$ cat config.mk
export PLATFORM = sky130hd
export DESIGN_NAME = ls_mem_responder
export DESIGN_NICKNAME = d
export VERILOG_FILES = /design/src/rtl/ls_mem_responder.sv
export SDC_FILE = /design/constraint.sdc
export NUM_CORES = 2
export LEC_CHECK = 0
export ABC_AREA = 1
export ABC_CLOCK_PERIOD_IN_PS = 2710
export BUFFER_PORTS_ARGS = -buffer_cell sky130_fd_sc_hd__buf_2
export CAP_MARGIN = 40
export CELL_PAD_IN_SITES_DETAIL_PLACEMENT = 1
export CELL_PAD_IN_SITES_GLOBAL_PLACEMENT = 2
export CORE_AREA = 10 10 503 505
export DETAILED_ROUTE_END_ITERATION = 16
export DIE_AREA = 0 0 513 515
export PLACE_DENSITY_LB_ADDON = 0.1
export SLEW_MARGIN = 10
export SYNTH_ARGS = -nofsm -noshare
export SYNTH_HDL_FRONTEND = slang
export SYNTH_SLANG_ARGS = --single-unit
$ cat constraint.sdc
create_clock -name clk -period 2.71 [get_ports clk]
set_input_delay 0.4065 -clock clk [delete_from_list [all_inputs] [get_ports clk]]
set_output_delay 0.4065 -clock clk [all_outputs]
set_load 0.01 [all_outputs]
$ cat src/rtl/ls_mem_responder.sv
// Memory-side responder for LS tile requests: one request at a time through
// IDLE/ACCESS/RESP, a 2**addr_width-word local memory, and saturating access counters.
module ls_mem_responder #(
  parameter int ctrl_width = 13,
  parameter int data_width = 32,
  parameter int addr_width = 6,
  parameter int cnt_width  = 16
) (
  input  logic                  clk,
  input  logic                  reset,
  input  logic                  en,
  input  logic                  req_valid,
  output logic                  req_ready,
  input  logic [ctrl_width-1:0] req_ctrl,
  input  logic [data_width-1:0] req_wdata,
  output logic                  rsp_valid,
  input  logic                  rsp_ready,
  output logic [data_width-1:0] rsp_rdata,
  output logic                  rsp_op,
  output logic [addr_width-1:0] rsp_addr,
  output logic [cnt_width-1:0]  rd_count,
  output logic [cnt_width-1:0]  wr_count
);

  localparam int depth = 1 << addr_width;
  localparam logic [cnt_width-1:0] cnt_max = '1;
  localparam logic [cnt_width-1:0] cnt_one = cnt_width'(1);

  if (ctrl_width != 2 * addr_width + 1) begin : g_bad_ctrl_width
    $error("ls_mem_responder: ctrl_width must equal 2*addr_width+1");
  end

  typedef enum logic [1:0] {
    IDLE   = 2'd0,
    ACCESS = 2'd1,
    RESP   = 2'd2
  } state_t;

  state_t state_reg, state_next;

  logic                  accept;
  logic                  access;
  logic                  rsp_fire;

  logic [addr_width-1:0] ea_next;
  logic [addr_width-1:0] ea_reg;
  logic                  op_reg;
  logic [data_width-1:0] wdata_reg;

  logic [data_width-1:0] rsp_rdata_reg;
  logic                  rsp_op_reg;
  logic [addr_width-1:0] rsp_addr_reg;
  logic [cnt_width-1:0]  rd_count_reg;
  logic [cnt_width-1:0]  wr_count_reg;

  logic [data_width-1:0] mem_word [depth];
  logic [data_width-1:0] mem_rd;

  // Carry out of the address add is dropped, giving modulo-depth wrap.
  assign ea_next = req_ctrl[addr_width:1] + req_ctrl[ctrl_width-1 -: addr_width];
  assign mem_rd  = mem_word[ea_reg];

  always_ff @(posedge clk or negedge reset) begin
    if (!reset) begin
      state_reg <= IDLE;
    end else begin
      state_reg <= state_next;
    end
  end

  always_comb begin
    state_next = state_reg;
    req_ready  = 1'b0;
    rsp_valid  = 1'b0;
    accept     = 1'b0;
    access     = 1'b0;
    rsp_fire   = 1'b0;
    case (state_reg)
      IDLE: begin
        // Held low during reset so no request is seen as accepted.
        req_ready = en & reset;
        if (req_valid && req_ready) begin
          accept     = 1'b1;
          state_next = ACCESS;
        end
      end
      ACCESS: begin
        access     = 1'b1;
        state_next = RESP;
      end
      RESP: begin
        rsp_valid = 1'b1;
        if (rsp_ready) begin
          rsp_fire   = 1'b1;
          state_next = IDLE;
        end
      end
      default: begin
        state_next = IDLE;
      end
    endcase
  end

  always_ff @(posedge clk or negedge reset) begin
    if (!reset) begin
      ea_reg    <= '0;
      op_reg    <= 1'b0;
      wdata_reg <= '0;
    end else if (accept) begin
      ea_reg    <= ea_next;
      op_reg    <= req_ctrl[0];
      wdata_reg <= req_wdata;
    end
  end

  always_ff @(posedge clk or negedge reset) begin
    if (!reset) begin
      rsp_rdata_reg <= '0;
      rsp_op_reg    <= 1'b0;
      rsp_addr_reg  <= '0;
    end else if (access) begin
      rsp_rdata_reg <= op_reg ? wdata_reg : mem_rd;
      rsp_op_reg    <= op_reg;
      rsp_addr_reg  <= ea_reg;
    end
  end

  always_ff @(posedge clk or negedge reset) begin
    if (!reset) begin
      rd_count_reg <= '0;
      wr_count_reg <= '0;
    end else if (rsp_fire) begin
      if (!rsp_op_reg && rd_count_reg != cnt_max) begin
        rd_count_reg <= rd_count_reg + cnt_one;
      end
      if (rsp_op_reg && wr_count_reg != cnt_max) begin
        wr_count_reg <= wr_count_reg + cnt_one;
      end
    end
  end

  // One resettable register per memory word; written only from ACCESS on a store.
  for (genvar gi = 0; gi < depth; gi++) begin : g_mem
    logic [data_width-1:0] word_reg;

    always_ff @(posedge clk or negedge reset) begin
      if (!reset) begin
        word_reg <= '0;
      end else if (access && op_reg && ea_reg == addr_width'(gi)) begin
        word_reg <= wdata_reg;
      end
    end

    assign mem_word[gi] = word_reg;
  end

  assign rsp_rdata = rsp_rdata_reg;
  assign rsp_op    = rsp_op_reg;
  assign rsp_addr  = rsp_addr_reg;
  assign rd_count  = rd_count_reg;
  assign wr_count  = wr_count_reg;

endmodule

======== Yosys cells after proc, flatten, opt, wreduce, memory -nomap -nowiden ========
Cells that the tools add are included.
operators by class
  add/sub/neg operators ................... 3
  $lt $le $gt $ge ......................... 1
  equal/unequal tests ..................... 69
  muxes and demuxes ....................... 14
  bitwise operators ....................... 2
  reductions and logical operators ........ 74
operators by type and width
  cell                                                 number
  binary-select mux 32 bit (select 6 bit)              1
  equality test 6 bit, second input constant           32
  equality test 6 x 5 -> 1 bit, second input constant  16
  2-to-1 mux 32 bit                                    3
  logical AND 1 bit                                    68
  equality test 6 x 4 -> 1 bit, second input constant  8
  adder 16 x 1 -> 16 bit, second input constant        2
  != test 16 bit, second input constant                2
  equality test 6 x 3 -> 1 bit, second input constant  4
  equality test 6 x 2 -> 1 bit, second input constant  2
  >= comparator 7 bit, second input constant           1
  2-to-1 mux 1 bit                                     7
  NOT 6 -> 7 bit                                       1
  adder 6 bit                                          1
  equality test 6 x 1 -> 1 bit, second input constant  1
  zero test 6 bit                                      1
  case mux 2 bit (3 select lines)                      1
  AND reduction 2 bit                                  3
  2-to-1 mux 2 bit                                     2
  != test 2 bit, second input constant                 2
  equality test 2 x 1 -> 1 bit, second input constant  1
  equality test 2 bit, second input constant           1
  zero test 2 bit                                      1
  bitwise AND 1 bit                                    1
  zero test 1 bit                                      1
storage, ports and cells
  flip-flop bits (word level) ............. 2160
  logic and storage cells ................. 236

======== Logic depth before layout (Yosys ltp) ========
  word-level depth ........................ 5
  depth in mapped cells ................... 16

======== Least setup slack after synthesis ========
OpenSTA, ideal clock, no wires.
  path type ............................... register to register
  start point ............................. register rd_count_reg[0], in the netlist rd_count[0]
  end point ............................... register rd_count_reg[2], in the netlist rd_count[2]
  arrival time ............................ 1643 ps
  setup slack ............................. 938 ps
  stages on the path, launching flop included .. 9
  buffers on the path ..................... 1
  period minus slack after synthesis ...... 1772 ps
  cell sequence ........................... dfrtp_1 -> ha_1 -> inv_1 -> nor4_1 -> nand4_1 -> nand2_1 -> buf_2 -> nor2_1 -> xor2_1
between the ends
  longest elaborated chain between the ends .. 3
ends and longest elaborated chain
  item                                                                            line  text
  from (decl)                                                                     53    logic [cnt_width-1:0] rd_count_reg;
  from (signal assigned)                                                          134   rd_count_reg <= rd_count_reg + cnt_one;
  parallel branches: the longest is 3 deep, another holds adder 16 x 1 -> 16 bit  -
Several ways; the timed one is not identified.
A chain may end at the register's enable or synchronous reset.

======== Worst setup path after layout ========
  start point ............................. register ea_reg[0]
  end point ............................... register rsp_rdata_reg[21], in the netlist rsp_rdata[21]
between the ends
  longest elaborated chain between the ends .. 5
ends and longest elaborated chain
  item                                                   line  text
  from (decl)                                            46    logic [addr_width-1:0] ea_reg;
  from (signal assigned)                                 110   ea_reg <= ea_next;
  NOT 6 -> 7 bit (not written as such)                   61    assign mem_rd = mem_word[ea_reg];
  binary-select mux 32 bit (select 6 bit)                61
  2-to-1 mux 32 bit (not written as such) (2 in series)  61
  2-to-1 mux 32 bit                                      122   rsp_rdata_reg <= op_reg ? wdata_reg : mem_rd;
  to (signal assigned)                                   122
  to (decl)                                              50    logic [data_width-1:0] rsp_rdata_reg;
No other way between the ends. The select of a mux whose other input is x is not followed.

==> results.md <==
- Status: finished, final reports clean
- Library cells used by synthesis: 32
- Max-cap violations: 0
- Die area: 264,000 um^2
- Pleak: 56.9 nW
- Port bufs: 122
- DRC viols: 0
- Crit-path slowest cell: dfrtp_4
- IO Count: 123
- Netlist Area Pre-Place: 99,100 um^2
- Total power draw: 85.6 mW
- Top-area cell type share of the netlist area: 54.5%
- Vias in the first global route: 92,972
- Top delay family on crit path: buffers and inverters
- Crit-path cells: buf_16 > nor2_4 > buf_12 > buf_12 > nand2_1 > nand4_1 > nand2_1 > nand2_1 > o21ai_0 > buf_2 > buf_4 > nand3_1 > nand2_1 > nand2_1
- Final worst path period share: 95.9%
- Final Instance Area: 115,000 um^2
- Max FFs per register: 2,048
- Period minus WS final: 2600 ps
- Worst-Margin Slew: 1090 ps
- Total GRT Usage: 27.5%
- Initial core utilization: 40.9%
- Critical Path Max Stage Delay: 570 ps
- Top cells by area, synth: dfrtp_1 (55%), nand2_1 (26%), o21ai_0 (8.7%)
- Vias per cell: 5.40
- Yosys warns: 0
- FF+latch count, synth: 2,160
- Final Hold Fails: 0
- DR pass1 iterations: 5
- Startpoint Class: flop
- H-tree Lvls: 4
- Hold Crit Class: input pin to flop
- Chip height: 515 um
- Share of layout cells above drive strength 1: 8.96%
- Worst EP required: 3540 ps
- Vias: 87,944
- Worst Skew: 36.0 ps
- Most used cell, CP: nand2_1
- Total CTS buffers: 238
- Total Nets Final: 12,959
- Highest Clock Rate: 0.385 GHz
- Post-synth ARST share: 100%
- Post-Route WL: 369 mm
- Most common cell in the netlist: nand2_1
- Area grow syn2layout: 15.8%
- Fin Setup TNS: 0 ps
- CTS clock-pin slew for the worst setup and hold paths: 60 ps
- Post-synth EDFFs: 0
- Post-DP Area: 106,000 um^2
- Setup crit end kind: flop
- Ys flop type: dfrtp_1
- Synth Net Count: 13,041
- Core Area: 243,000 um^2
- WP buf/inv: 5
- Clock Sinks: 2,160
- Largest net degree at the start of global routing: 174
- Max Slew Vio Count: 0
- Final hold slack: 63.7 ps
- Crit Path Class: flop to flop
- Clock tree root driver cell: clkbuf_16
- Worst skew pair latency: 900 ps
- Drt wl/cell: 22.6 um
- Initial antenna violation count: 11
- DIE WIDTH: 513 um
- RePlAce Congestion: 0.832
- Worst EP arrival: 3420 ps
- Worst-case clock buffer depth: 3
- RSZ-0062 raised after global routing: true
- Layout fillers: 29,160
- Mean Syn Cell Area: 7.63 um^2
- Num rows: 181
- First-pass GRT wire length: 572 mm
- Slew margin rel.: 27.6%
- Power per cell area: 746 nW/um^2
- Cells after synthesis: 12,983
- Post-synth top area cell: dfrtp_1
- Total gr overflow: 0
- Initial DRC Count: 6,240
- Final Setup Violations: 0
- Peak supply drop: 0.626 mV
- Final HPWL DP: 224 mm
- CTS tree: done
- Worst-path fanout max: 37
- Sequential fraction of the synthesis area: 54.5%
- ANT nets after route: 0
- Leading cell types by count after synthesis: nand2_1 (6,798), dfrtp_1 (2,160), o21ai_0 (1,716)
worst paths after layout:
kind                                       start                     to  slack (ps)  depth (start not counted)
max                                    ea_reg[0]          rsp_rdata[21]         110                         14
min                                    req_valid                 op_reg          60                          4
max reg2reg                            ea_reg[0]          rsp_rdata[21]         110                         14
min reg2reg                g_mem[33].word_reg[8]  g_mem[33].word_reg[8]         480                          2
max in group asynchronous                  reset  g_mem[42].word_reg[2]         730                          4
min in group asynchronous                  reset          rsp_rdata[17]         200                          2
placed cells by master (no fill, tap or decap), types with 4 or more instances in the layout:
cell type	instances
nand3_1	204
o21ai_1	420
xnor2_1	5
inv_1	36
clkinv_2	32
buf_2	122
clkinvlp_4	4
buf_12	217
nor2_4	20
dlygate4sd3_1	45
ha_1	7
nand2_4	18
buf_4	311
nand2_2	51
dfrtp_1	2157
inv_6	5
clkbuf_8	60
nor3_1	10
nand4_1	132
o21ai_0	1714
nor4_1	4
clkbuf_16	245
xor2_1	26
clkbuf_1	65
inv_2	42
buf_16	5
nor2_2	12
nand2_1	6777
a21oi_1	34
nor2_1	274
bufinv_16	14
cells by family after synthesis:
logic type	share of synthesized area, %
simple gates	29.4
compound gates	11.0
flops	54.5
buf+inv	4.67
xor+xnor	0.274
fa+ha+maj	0.109
layer usage:
layer | track usage (%) | routed length (um) | vias to the layer above
met5 | 0 | 13 | -
li1 | - | - | 40824
met1 | 36.9 | 167000 | 44827
met2 | 46.7 | 175000 | 1734
met4 | 8.75 | 12600 | 2
met3 | 3.10 | 14300 | 557
where the power goes:
part           internal [mW]  switching [mW]  total (mW)
Clock                   19.4            13.7        33.1
Sequential              33.8            1.10        34.9
Combinational           4.47            13.1        17.6
what timing repair did:
item / 4_1_cts / 5_1_grt
resized for setup: 4 / 10
setup endpoints to repair: 2 / 8
pin swaps: 0 / 0
hold endpoints to repair: 430 / 0
cloned: 1 / 1
setup buffers: 2 / 1
hold buffers: 45 / 0
area by class of cell:
cell class / count / area [um^2] / share of cell area, %
flip-flops and latches: 2160 / 54100 / 47.1
multi-input cells: 9714 / 40500 / 35.3
repair buffers: 702 / 7900 / 6.89
clock buffers: 370 / 7200 / 6.28
well taps: 3202 / 4010 / 3.49
clock inverters: 55 / 673 / 0.587
inverters: 83 / 353 / 0.308
repair inverters: 2 / 27.5 / 0.0240
diodes: 3 / 7.51 / 0.00654
worst register-to-register path, cell delays in order, from the launching register on:
cell and delay [ps]:
dfrtp_4 570, buf_16 230, nor2_4 210, buf_12 260, buf_12 260, nand2_1 120, nand4_1 110, nand2_1 60
nand2_1 90, o21ai_0 110, buf_2 210, buf_4 140, nand3_1 70, nand2_1 50, nand2_1 60
per-stage QoR:
step                      util, %  std cells  setup WS [ps]
final                        47.3      16291            112
after global routing         47.3      16289          -18.9
after CTS                    47.3      16286           39.4
after detailed placement     43.8      15813           -381
after global placement       43.8      15809           -349
after floorplan                 -      12983            938
Power figures use the tool's default switching activity.
